--- src/rtl/yp_uart_pkg.sv ---
// Shared definitions for the UART transmitter and its request arbiter.
// Holds the arbiter state encoding, the default character width and an index-wrap helper.
package yp_uart_pkg;

    localparam int UART_DATA_WIDTH = 8;

    typedef enum logic [1:0] {
        ARB_IDLE      = 2'd0,
        ARB_START     = 2'd1,
        ARB_WAIT_DONE = 2'd2,
        ARB_RESP      = 2'd3
    } arb_state_e;

    // Single-step modulo: callers never pass an index of 2*n or more.
    function automatic int wrap_index(input int idx, input int n);
        return (idx >= n) ? (idx - n) : idx;
    endfunction

endpackage

--- src/rtl/yp_rr_picker.sv ---
// Combinational round-robin selector: the first requester above last_i (wrapping)
// wins, and last_i itself has the lowest priority.
module yp_rr_picker
    import yp_uart_pkg::*;
#(
    parameter int NUM_REQ = 4,
    parameter int IDX_W   = $clog2(NUM_REQ)
) (
    input  logic [NUM_REQ-1:0] req_i,
    input  logic [IDX_W-1:0]   last_i,
    output logic [IDX_W-1:0]   win_o,
    output logic               valid_o
);

    logic [2*NUM_REQ-1:0] req_dbl;
    logic [2*NUM_REQ-1:0] req_shift;
    logic [NUM_REQ-1:0]   req_rot;
    logic [IDX_W:0]       shamt;
    int                   first_d;

    // Rotate so that bit 0 of req_rot is requester last_i+1.
    assign req_dbl   = {req_i, req_i};
    assign shamt     = {1'b0, last_i} + (IDX_W + 1)'(1);
    assign req_shift = req_dbl >> shamt;

    for (genvar gi = 0; gi < NUM_REQ; gi++) begin : g_rot
        assign req_rot[gi] = req_shift[gi];
    end

    always_comb begin
        first_d = 0;
        for (int j = NUM_REQ - 1; j >= 0; j--) begin
            if (req_rot[j]) begin
                first_d = j;
            end
        end
    end

    assign valid_o = |req_i;
    assign win_o   = IDX_W'(wrap_index(int'(last_i) + 1 + first_d, NUM_REQ));

endmodule

--- src/rtl/yp_uart_tx_arb.sv ---
// Round-robin arbiter sharing one UART transmitter among NUM_REQ requesters,
// with a watchdog that aborts a transfer whose completion never arrives.
module yp_uart_tx_arb
    import yp_uart_pkg::*;
#(
    parameter int NUM_REQ        = 4,
    parameter int DATA_WIDTH     = UART_DATA_WIDTH,
    parameter int TIMEOUT_CYCLES = 64
) (
    input  logic                          i_clk,
    input  logic                          i_rst,
    input  logic [NUM_REQ-1:0]            i_req,
    input  logic [NUM_REQ*DATA_WIDTH-1:0] i_req_data,
    output logic [NUM_REQ-1:0]            o_ack,
    output logic                          o_timeout,
    output logic [$clog2(NUM_REQ)-1:0]    o_grant_id,
    output logic                          o_busy,
    output logic                          o_tx_start,
    output logic [DATA_WIDTH-1:0]         o_tx_data_in,
    input  logic                          i_tx_done
);

    localparam int                IDX_W    = $clog2(NUM_REQ);
    localparam int                CNT_W    = $clog2(TIMEOUT_CYCLES);
    localparam logic [CNT_W-1:0]  CNT_LAST = CNT_W'(TIMEOUT_CYCLES - 1);
    localparam logic [IDX_W-1:0]  IDX_LAST = IDX_W'(NUM_REQ - 1);

    arb_state_e            state_q;
    logic [IDX_W-1:0]      grant_q;
    logic [IDX_W-1:0]      last_grant_q;
    logic [DATA_WIDTH-1:0] data_q;
    logic [CNT_W-1:0]      cnt_q;
    logic                  tx_start_q;
    logic                  timeout_q;
    logic [NUM_REQ-1:0]    ack_q;

    logic [IDX_W-1:0]      win_d;
    logic                  win_valid_d;
    logic [DATA_WIDTH-1:0] req_slice [NUM_REQ];

    for (genvar gi = 0; gi < NUM_REQ; gi++) begin : g_slice
        assign req_slice[gi] = i_req_data[gi*DATA_WIDTH +: DATA_WIDTH];
    end

    yp_rr_picker #(
        .NUM_REQ (NUM_REQ),
        .IDX_W   (IDX_W)
    ) u_picker (
        .req_i   (i_req),
        .last_i  (last_grant_q),
        .win_o   (win_d),
        .valid_o (win_valid_d)
    );

    always_ff @(posedge i_clk or posedge i_rst) begin
        if (i_rst) begin
            state_q      <= ARB_IDLE;
            grant_q      <= '0;
            last_grant_q <= IDX_LAST;
            data_q       <= '0;
            cnt_q        <= '0;
            tx_start_q   <= 1'b0;
            timeout_q    <= 1'b0;
            ack_q        <= '0;
        end else begin
            tx_start_q <= 1'b0;
            timeout_q  <= 1'b0;
            ack_q      <= '0;
            case (state_q)
                ARB_IDLE: begin
                    if (win_valid_d) begin
                        // Character is captured here, so later data changes cannot leak in.
                        grant_q    <= win_d;
                        data_q     <= req_slice[win_d];
                        tx_start_q <= 1'b1;
                        state_q    <= ARB_START;
                    end
                end
                ARB_START: begin
                    cnt_q   <= '0;
                    state_q <= ARB_WAIT_DONE;
                end
                ARB_WAIT_DONE: begin
                    // Done wins over a simultaneous watchdog expiry.
                    if (i_tx_done) begin
                        ack_q   <= NUM_REQ'(1) << grant_q;
                        state_q <= ARB_RESP;
                    end else if (cnt_q == CNT_LAST) begin
                        timeout_q <= 1'b1;
                        state_q   <= ARB_RESP;
                    end else begin
                        cnt_q <= cnt_q + CNT_W'(1);
                    end
                end
                ARB_RESP: begin
                    last_grant_q <= grant_q;
                    state_q      <= ARB_IDLE;
                end
                default: begin
                    state_q <= ARB_IDLE;
                end
            endcase
        end
    end

    assign o_ack        = ack_q;
    assign o_timeout    = timeout_q;
    assign o_grant_id   = grant_q;
    assign o_busy       = (state_q != ARB_IDLE);
    assign o_tx_start   = tx_start_q;
    assign o_tx_data_in = data_q;

endmodule

--- config.mk ---
export PLATFORM = sky130hd
export DESIGN_NAME = yp_uart_tx_arb
export DESIGN_NICKNAME = d
export VERILOG_FILES = /design/src/rtl/yp_uart_pkg.sv /design/src/rtl/yp_rr_picker.sv /design/src/rtl/yp_uart_tx_arb.sv
export SDC_FILE = /design/constraint.sdc
export NUM_CORES = 1
export LEC_CHECK = 0
export CAP_MARGIN = 20
export CORE_UTILIZATION = 45
export CTS_CLUSTER_SIZE = 28
export DETAILED_ROUTE_END_ITERATION = 7
export HOLD_SLACK_MARGIN = 0.12
export PLACE_DENSITY_LB_ADDON = 0.2
export SLEW_MARGIN = 30
export SYNTH_ARGS = -nofsm -noshare
export SYNTH_HDL_FRONTEND = slang
export SYNTH_HIERARCHICAL = 1
export SYNTH_SLANG_ARGS = --single-unit
--- constraint.sdc ---
create_clock -name i_clk -period 6.7 [get_ports i_clk]
set_clock_uncertainty 0.15 [all_clocks]
set_input_delay 1.005 -clock i_clk [delete_from_list [all_inputs] [get_ports i_clk]]
set_output_delay 1.005 -clock i_clk [all_outputs]
set_load 0.02 [all_outputs]
==> run_summary.xml, run 1 <==
<?xml version="1.0" encoding="UTF-8"?>
<metrics>
  <group name="timing">
    <metric name="setup_viol" unit="">0</metric>
    <metric name="max_slew_margin" unit="%">52.0</metric>
    <metric name="timing.final.crit_share" unit="%">54.3</metric>
    <metric name="finalHoldViolations" unit="">0</metric>
    <metric name="slew_viol_final" unit="">0</metric>
    <metric name="min_period" unit="ns">3.64</metric>
    <metric name="fin_worst_hold_slack" unit="ns">0.362</metric>
    <metric name="max_clock_freq" unit="MHz">275</metric>
    <metric name="max_slew.worst_pin.slew" unit="ns">0.720</metric>
    <metric name="setup_tns" unit="ns">0</metric>
    <metric name="rsz0062_at_grt" unit="">no</metric>
  </group>
  <group name="global_route">
    <metric name="largest_net_degree_at_the_start_of_global_routing" unit="">27</metric>
    <metric name="grt_antenna_before_repair" unit="">0</metric>
    <metric name="vias_in_the_first_global_route" unit="">1347</metric>
    <metric name="grt_pass1_wl" unit="mm">6.26</metric>
    <metric name="grt.overflow.total" unit="">0</metric>
    <metric name="grt_use_total" unit="%">23.3</metric>
  </group>
  <group name="power_and_ir_drop">
    <metric name="pwr_density_cell" unit="mW/mm^2">467</metric>
    <metric name="power_leakage" unit="nW">0.959</metric>
    <metric name="ir_drop" unit="mV">0.256</metric>
  </group>
  <group name="critical_path">
    <metric name="worst-path-max-fanout" unit="">17</metric>
    <metric name="timing.critical_path.cells" unit="">clkdlybuf4s50_1 -&gt; nor2b_1 -&gt; a21oi_1 -&gt; o221ai_1 -&gt; o21a_1 -&gt; ha_1 -&gt; xnor2_1 -&gt; xnor2_1 -&gt; xnor2_4 -&gt; mux2i_1 -&gt; o221ai_1</metric>
    <metric name="timing.critical_path.from_type" unit="">input port</metric>
    <metric name="cp_slowest_cell" unit="">sky130_fd_sc_hd__clkdlybuf4s50_1</metric>
    <metric name="critPathRequiredTime" unit="ns">6.77</metric>
    <metric name="timing.setup.critical_path_class" unit="">input port to flop</metric>
    <metric name="worst_setup_ep_type" unit="">flop</metric>
    <metric name="critPathMaxStageDelay" unit="ns">0.63</metric>
    <metric name="cp.arrival" unit="ns">3.70</metric>
  </group>
  <group name="clock_network">
    <metric name="clkTransAtPathRegs" unit="ns">0.15</metric>
    <metric name="cts_tree" unit="">yes</metric>
    <metric name="cts-root-to-sink-buffers" unit="">2</metric>
    <metric name="cts-buffers-inserted" unit="">3</metric>
    <metric name="cts-resized-gates" unit="">0</metric>
    <metric name="worstSkewPairLatency" unit="ns">0.33</metric>
    <metric name="cts-hold-fix-buffers" unit="">0</metric>
    <metric name="cts.htree.levels" unit="">1</metric>
    <metric name="clock-sinks" unit="">26</metric>
    <metric name="clock_tree.root_cell" unit="">sky130_fd_sc_hd__clkbuf_4</metric>
    <metric name="post_cts_buffers" unit="">0</metric>
  </group>
  <group name="floorplanning">
    <metric name="total_number_of_placement_rows" unit="">20</metric>
    <metric name="core-area" unit="sq mm">0.00315</metric>
    <metric name="floorplan.io_pins" unit="">56</metric>
    <metric name="die_w" unit="um">60.5</metric>
    <metric name="fp.dieH" unit="um">60.5</metric>
    <metric name="start_util" unit="%">48.8</metric>
    <metric name="floorplan.die_area" unit="sq mm">0.00365</metric>
  </group>
  <group name="route">
    <metric name="wl_per_cell" unit="um">15.5</metric>
    <metric name="drt-vias-per-instance" unit="">5.54</metric>
    <metric name="routed_wl" unit="mm">3.84</metric>
    <metric name="ant_nets_after_route" unit="">0</metric>
    <metric name="dr.pass1.iters" unit="">4</metric>
    <metric name="drt_iter0_markers" unit="">76</metric>
    <metric name="post-route-drc-count" unit="">0</metric>
    <metric name="detailroute.via_count" unit="">1373</metric>
  </group>
  <group name="synthesis">
    <metric name="post_synth.cell_area_avg" unit="sq um">10.3</metric>
    <metric name="post-synth-top-area-cell" unit="">sky130_fd_sc_hd__dfrtp_1</metric>
    <metric name="synth.yosys.warnings" unit="">6</metric>
    <metric name="synth.ff_latch_count" unit="">26</metric>
    <metric name="synth_top_cells_by_area" unit="">sky130_fd_sc_hd__dfrtp_1 (39%), sky130_fd_sc_hd__mux2i_1 (12%), sky130_fd_sc_hd__ha_1 (5.7%), sky130_fd_sc_hd__o221ai_1 (5.1%), sky130_fd_sc_hd__nand2_1 (3.7%)</metric>
    <metric name="synth_edf_count" unit="">0</metric>
    <metric name="synth_nets" unit="">196</metric>
    <metric name="post_synth_num_cell_types" unit="">39</metric>
    <metric name="post-synth-top-area-fraction" unit="%">39.1</metric>
    <metric name="synth_ff_type" unit="">sky130_fd_sc_hd__dfrtp_1</metric>
    <metric name="synth-seq-area-share" unit="%">42.5</metric>
    <metric name="synthesis.area" unit="sq mm">0.00154</metric>
    <metric name="synth_cells" unit="">150</metric>
    <metric name="asr_flop_ratio_synth" unit="%">100</metric>
  </group>
  <group name="run_status">
    <metric name="status" unit="">completed</metric>
  </group>
  <group name="place">
    <metric name="gp_congestion" unit="">0.750</metric>
    <metric name="dp_hpwl" unit="mm">2.96</metric>
    <metric name="place.detailed.instances" unit="">244</metric>
    <metric name="place.port_buffers" unit="">55</metric>
    <metric name="placed_cell_area" unit="sq mm">0.00213</metric>
  </group>
  <group name="flow_run">
    <metric name="max-cap-violations" unit="">0</metric>
  </group>
  <group name="final_layout">
    <metric name="multi_input_area" unit="sq um">841</metric>
    <metric name="layout.cell_area.non_filler" unit="sq mm">0.00219</metric>
    <metric name="layout-area-overhead-vs-synth" unit="%">42.1</metric>
    <metric name="seq_area" unit="sq um">653</metric>
    <metric name="num_antenna_cells" unit="">0</metric>
    <metric name="num-nets-final" unit="">251</metric>
    <metric name="layout.filler_cells" unit="">265</metric>
    <metric name="drive_gt1_share" unit="%">6.37</metric>
    <metric name="post_layout_nonfiller_instances" unit="">248</metric>
  </group>
  <group name="hold_path">
    <metric name="hold_path.class" unit="">flop to flop</metric>
  </group>
</metrics>
## cells by family (layout without fill, tap and decap cells)
family          count (synthesis)  count (layout)  synth area share [%]
compound gates                 31              31                  15.2
xor+xnor                        3               3                  1.71
fa+ha+maj                       7               7                  5.70
buf+inv                        14              68                  4.07
flops                          26              26                  42.5
mux                            22              22                  14.6
simple gates                   47              47                  16.2
## where the power goes
| group | switching (mW) | internal [mW] | total, mW |
|---|---|---|---|
| clock | 0.0520 | 0.0606 | 0.113 |
| sequential | 0.0463 | 0.220 | 0.266 |
| combinational | 0.330 | 0.311 | 0.641 |
| total | 0.429 | 0.591 | 1.02 |
## synthesized netlist by cell type (3+ instances only)
| library cell | number |
|---|---|
| sky130_fd_sc_hd__nor2b_1 | 6 |
| sky130_fd_sc_hd__xnor2_1 | 3 |
| sky130_fd_sc_hd__a21oi_1 | 6 |
| sky130_fd_sc_hd__mux2i_1 | 18 |
| sky130_fd_sc_hd__o221ai_1 | 9 |
| sky130_fd_sc_hd__nor3_1 | 3 |
| sky130_fd_sc_hd__dfrtp_1 | 24 |
| sky130_fd_sc_hd__and3_1 | 3 |
| sky130_fd_sc_hd__nand2b_1 | 3 |
| sky130_fd_sc_hd__ha_1 | 7 |
| sky130_fd_sc_hd__nand3_1 | 3 |
| sky130_fd_sc_hd__o21ai_0 | 4 |
| sky130_fd_sc_hd__nor2_1 | 5 |
| sky130_fd_sc_hd__mux2_2 | 3 |
| sky130_fd_sc_hd__nand2_1 | 15 |
| sky130_fd_sc_hd__inv_1 | 9 |
## final timing paths
path / from / to / slack [ns] / depth (start not counted)
setup reg to reg: last_grant_q[1] / o_tx_data_in[3] / 3.72 / 10
hold / removal: o_tx_data_in[4] / o_tx_data_in[4] / 0.36 / 2
max in group asynchronous: i_rst / last_grant_q[0] / 5.17 / 2
min in group asynchronous: i_rst / o_ack[0] / 0.86 / 2
setup / recovery: i_req[3] / o_tx_data_in[3] / 3.06 / 11
hold reg to reg: o_tx_data_in[4] / o_tx_data_in[4] / 0.36 / 2
## final cells by class
type,count,area share [%]
timing repair buffer,55,25.2
tap,44,2.52
inverter,9,1.55
sequential,26,29.9
clock inverter,1,1.37
multi-input combinational,110,38.5
clock buffer,3,1.03
## flip-flops by register name, indices dropped and copies added (netlist names)
register / flops
o_tx_data_in: 8
state_q: 2
o_tx_start: 1
o_grant_id: 2
cnt_q: 6
last_grant_q: 2
o_timeout: 1
o_ack: 4
## per-stage QoR
stage                     utilization (%)  total power [mW]  worst slack, ns
after global placement               67.3             0.870             2.57
after floorplan                         -             0.726             3.63
after CTS                            69.3              1.02             3.08
after global routing                 69.3              1.10             2.86
after detailed placement             67.7             0.910             2.72
final                                69.3              1.02             3.06
## metal layers
layer | vias to the layer above | routed length, um | track usage (%)
li1 | 657 | - | -
met1 | 659 | 1650 | 29.7
met2 | 49 | 1940 | 40.7
met3 | 8 | 183 | 4.05
met4 | 0 | 72 | 6.82
met5 | - | 0 | 0
## placed cells by master (no fill, tap or decap), types with 2 or more instances in the layout
cell	n
sky130_fd_sc_hd__a21oi_1	6
sky130_fd_sc_hd__a31oi_1	2
sky130_fd_sc_hd__a32o_1	2
sky130_fd_sc_hd__and3_1	3
sky130_fd_sc_hd__clkbuf_4	3
sky130_fd_sc_hd__clkdlybuf4s50_1	55
sky130_fd_sc_hd__dfrtp_1	24
sky130_fd_sc_hd__dfstp_2	2
sky130_fd_sc_hd__ha_1	7
sky130_fd_sc_hd__inv_1	8
sky130_fd_sc_hd__mux2_2	3
sky130_fd_sc_hd__mux2i_1	18
sky130_fd_sc_hd__nand2_1	15
sky130_fd_sc_hd__nand2b_1	3
sky130_fd_sc_hd__nand3_1	3
sky130_fd_sc_hd__nor2_1	5
sky130_fd_sc_hd__nor2b_1	6
sky130_fd_sc_hd__nor3_1	3
sky130_fd_sc_hd__o21ai_0	4
sky130_fd_sc_hd__o221ai_1	9
sky130_fd_sc_hd__or2_1	2
sky130_fd_sc_hd__xnor2_1	2
## worst max-delay path: cells and delay by family
| kind | cells | cell delay, ns |
|---|---|---|
| compound gates | 4 | 0.52 |
| simple gates | 1 | 0.12 |
| buf+inv | 1 | 0.63 |
| xor+xnor | 3 | 0.94 |
| mux | 1 | 0.29 |
| fa+ha+maj | 1 | 0.19 |
No activity file was read; power rests on OpenSTA's default activity.
==> inputs of run 2 (changes only) <==
--- a/config.mk
+++ b/config.mk
@@ -6,7 +6,7 @@
 export NUM_CORES = 1
 export LEC_CHECK = 0
 export CAP_MARGIN = 20
-export CORE_UTILIZATION = 45
+export CORE_UTILIZATION = 40
 export CTS_CLUSTER_SIZE = 28
 export DETAILED_ROUTE_END_ITERATION = 7
 export HOLD_SLACK_MARGIN = 0.12
==> constraint.sdc (replaced) <==
create_clock -name i_clk -period 3.3 [get_ports i_clk]
set_clock_uncertainty 0.15 [all_clocks]
set_input_delay 0.495 -clock i_clk [delete_from_list [all_inputs] [get_ports i_clk]]
set_output_delay 0.495 -clock i_clk [all_outputs]
set_load 0.02 [all_outputs]
==> run_summary.xml, run 2 (synthesized netlist as in run 1, its figures left out) <==
<?xml version="1.0" encoding="UTF-8"?>
<metrics>
  <group name="place">
    <metric name="place.detailed.instances" unit="">250</metric>
    <metric name="dp_hpwl" unit="mm">2.91</metric>
    <metric name="place.port_buffers" unit="">55</metric>
    <metric name="gp_congestion" unit="">0.835</metric>
    <metric name="placed_cell_area" unit="sq mm">0.00215</metric>
    <metric name="place_ws" unit="ns">0.0760</metric>
  </group>
  <group name="power_and_ir_drop">
    <metric name="total_design_power" unit="mW">2.08</metric>
    <metric name="pwr_density_cell" unit="mW/mm^2">945</metric>
    <metric name="ir_drop" unit="mV">0.422</metric>
    <metric name="power_leakage" unit="nW">0.965</metric>
  </group>
  <group name="route">
    <metric name="post-route-drc-count" unit="">0</metric>
    <metric name="ant_nets_after_route" unit="">0</metric>
    <metric name="detailroute.via_count" unit="">1371</metric>
    <metric name="drt_iter0_markers" unit="">64</metric>
    <metric name="drt-vias-per-instance" unit="">5.42</metric>
    <metric name="wl_per_cell" unit="um">14.9</metric>
    <metric name="dr.pass1.iters" unit="">4</metric>
    <metric name="routed_wl" unit="mm">3.77</metric>
  </group>
  <group name="critical_path">
    <metric name="reg2reg_setup_slack" unit="ns">0.60</metric>
    <metric name="cp_slowest_cell" unit="">sky130_fd_sc_hd__clkdlybuf4s50_1</metric>
    <metric name="crit-reg2reg-launch" unit="">last_grant_q[1]</metric>
    <metric name="timing.critical_path.from_type" unit="">input port</metric>
    <metric name="worstReg2RegEnd" unit="">o_tx_data_in[1]</metric>
    <metric name="worst-path-max-fanout" unit="">17</metric>
    <metric name="critPathTopFamily" unit="">buffers and inverters</metric>
    <metric name="cp.arrival" unit="ns">2.93</metric>
    <metric name="reg2regPathDepth" unit="">11</metric>
    <metric name="timing.critical_path.cells" unit="">clkdlybuf4s50_1 -&gt; nand2_1 -&gt; a21oi_1 -&gt; o221ai_1 -&gt; o21a_1 -&gt; ha_1 -&gt; xnor2_1 -&gt; xnor2_1 -&gt; xnor2_2 -&gt; buf_12 -&gt; mux2i_1 -&gt; o221ai_1</metric>
    <metric name="critPathMaxStageDelay" unit="ns">0.63</metric>
    <metric name="worst_setup_ep_type" unit="">flop</metric>
    <metric name="timing.setup.critical_path_class" unit="">input port to flop</metric>
    <metric name="critical_path.n_buffers_inverters" unit="">2</metric>
    <metric name="critPathRequiredTime" unit="ns">3.28</metric>
  </group>
  <group name="final_layout">
    <metric name="drive_gt1_share" unit="%">6.83</metric>
    <metric name="multi_input_area" unit="sq um">830</metric>
    <metric name="post_layout_nonfiller_instances" unit="">253</metric>
    <metric name="most_frequent_standard_cell_in_the_layout_excluding_fill_and_tap_cells" unit="">sky130_fd_sc_hd__clkdlybuf4s50_1</metric>
    <metric name="postLayoutCoreUtil" unit="%">60.0</metric>
    <metric name="num-nets-final" unit="">253</metric>
    <metric name="num_antenna_cells" unit="">0</metric>
    <metric name="layout.cell_area.non_filler" unit="sq mm">0.00220</metric>
    <metric name="seq_area" unit="sq um">653</metric>
    <metric name="layout.filler_cells" unit="">334</metric>
    <metric name="layout_common_cells" unit="">sky130_fd_sc_hd__clkdlybuf4s50_1 (55), sky130_fd_sc_hd__dfrtp_1 (24), sky130_fd_sc_hd__mux2i_1 (18), sky130_fd_sc_hd__nand2_1 (15), sky130_fd_sc_hd__o221ai_1 (9)</metric>
    <metric name="layout-area-overhead-vs-synth" unit="%">42.8</metric>
    <metric name="largest_register_ff_count" unit="">8</metric>
  </group>
  <group name="clock_network">
    <metric name="cts.htree.levels" unit="">1</metric>
    <metric name="cts_tree" unit="">yes</metric>
    <metric name="clock_tree.root_cell" unit="">sky130_fd_sc_hd__clkbuf_8</metric>
    <metric name="cts-buffers-inserted" unit="">3</metric>
    <metric name="cts-hold-fix-buffers" unit="">0</metric>
    <metric name="clkTransAtPathRegs" unit="ns">0.09</metric>
    <metric name="worstSkewPairLatency" unit="ns">0.27</metric>
    <metric name="clock-sinks" unit="">26</metric>
    <metric name="post_cts_buffers" unit="">0</metric>
    <metric name="cts-root-to-sink-buffers" unit="">2</metric>
    <metric name="cts-resized-gates" unit="">0</metric>
  </group>
  <group name="global_route">
    <metric name="vias_in_the_first_global_route" unit="">1372</metric>
    <metric name="largest_net_degree_at_the_start_of_global_routing" unit="">27</metric>
    <metric name="grt_pass1_wl" unit="mm">6.22</metric>
    <metric name="grt_use_total" unit="%">19.4</metric>
    <metric name="grt.overflow.total" unit="">0</metric>
    <metric name="grt_antenna_before_repair" unit="">0</metric>
  </group>
  <group name="run_status">
    <metric name="status" unit="">completed</metric>
  </group>
  <group name="timing">
    <metric name="rsz0062_at_grt" unit="">no</metric>
    <metric name="setup_tns" unit="ns">0</metric>
    <metric name="setup_viol" unit="">0</metric>
    <metric name="slew_viol_final" unit="">0</metric>
    <metric name="fin_worst_hold_slack" unit="ns">0.343</metric>
    <metric name="max_slew_margin" unit="%">64.1</metric>
    <metric name="max_clock_freq" unit="MHz">339</metric>
    <metric name="min_period" unit="ns">2.95</metric>
    <metric name="max_slew.worst_pin.slew" unit="ns">0.538</metric>
    <metric name="layout_setup_ws" unit="ns">0.354</metric>
    <metric name="finalHoldViolations" unit="">0</metric>
    <metric name="timing.final.crit_share" unit="%">89.3</metric>
  </group>
  <group name="flow_run">
    <metric name="max-cap-violations" unit="">0</metric>
  </group>
  <group name="hold_path">
    <metric name="min_path_cells" unit="">2</metric>
    <metric name="hold_path.class" unit="">flop to flop</metric>
    <metric name="hold_path_end" unit="">o_tx_data_in[5]</metric>
    <metric name="hold_path.startpoint" unit="">o_tx_data_in[5]</metric>
  </group>
  <group name="floorplanning">
    <metric name="fp.dieH" unit="um">64</metric>
    <metric name="core-area" unit="sq mm">0.00366</metric>
    <metric name="total_number_of_placement_rows" unit="">22</metric>
    <metric name="floorplan.io_pins" unit="">56</metric>
    <metric name="start_util" unit="%">42.0</metric>
    <metric name="floorplan.die_area" unit="sq mm">0.00410</metric>
    <metric name="die_w" unit="um">64</metric>
  </group>
</metrics>
==> run 2: cell types whose count changed in the layout (fill, tap and decap cells not counted), sizes merged <==
cell | previous run | this run
bufinv | 1 | 0
buf | 0 | 2
==> run 2: worst max path at each step <==
stage / startpoint / endpoint / slack (ns) / depth (start not counted)
floorplan: last_grant_q[1] / o_tx_data_in[0] / 0.73 / 12
global placement: i_req[3] / o_tx_data_in[4] / 0.22 / 12
detailed placement: i_req[3] / o_tx_data_in[1] / 0.08 / 12
CTS: i_req[3] / o_tx_data_in[1] / 0.36 / 12
global route: i_req[0] / o_tx_data_in[1] / 0.12 / 12
finish: i_req[3] / o_tx_data_in[1] / 0.35 / 12
==> run 2: power by group <==
part	total (mW)	internal, mW	leakage (nW)	switching [mW]
logic	1.36	0.692	0.612	0.671
registers	0.536	0.447	0.331	0.0894
clock network	0.177	0.0818	0.0216	0.0949
total	2.08	1.22	0.965	0.855
==> run 2: per-layer routing <==
metal / part of all wire (%) / GRT usage, % / vias up
li1: - / - / 659
met1: 45 / 25.6 / 646
met2: 48 / 31.4 / 55
met3: 5.0 / 2.86 / 11
met4: 2.4 / 8.52 / 0
met5: 0 / 0 / -
==> run 2: cell type report <==
class | count | area share (%)
multi-input combinational | 110 | 37.8
sequential | 26 | 29.7
timing repair buffer | 57 | 26.3
tap | 48 | 2.74
clock buffer | 3 | 1.88
inverter | 9 | 1.54
==> run 2: worst register-to-register path, cell delays in order, from the launching register on <==
cell	delay (ns)
sky130_fd_sc_hd__dfstp_2	0.59
sky130_fd_sc_hd__nand2_1	0.09
sky130_fd_sc_hd__a2bb2oi_1	0.15
sky130_fd_sc_hd__o21ai_0	0.11
sky130_fd_sc_hd__o21a_1	0.19
sky130_fd_sc_hd__ha_1	0.18
sky130_fd_sc_hd__xnor2_1	0.13
sky130_fd_sc_hd__xnor2_1	0.23
sky130_fd_sc_hd__xnor2_2	0.16
sky130_fd_sc_hd__buf_12	0.19
sky130_fd_sc_hd__mux2i_1	0.25
sky130_fd_sc_hd__o221ai_1	0.14
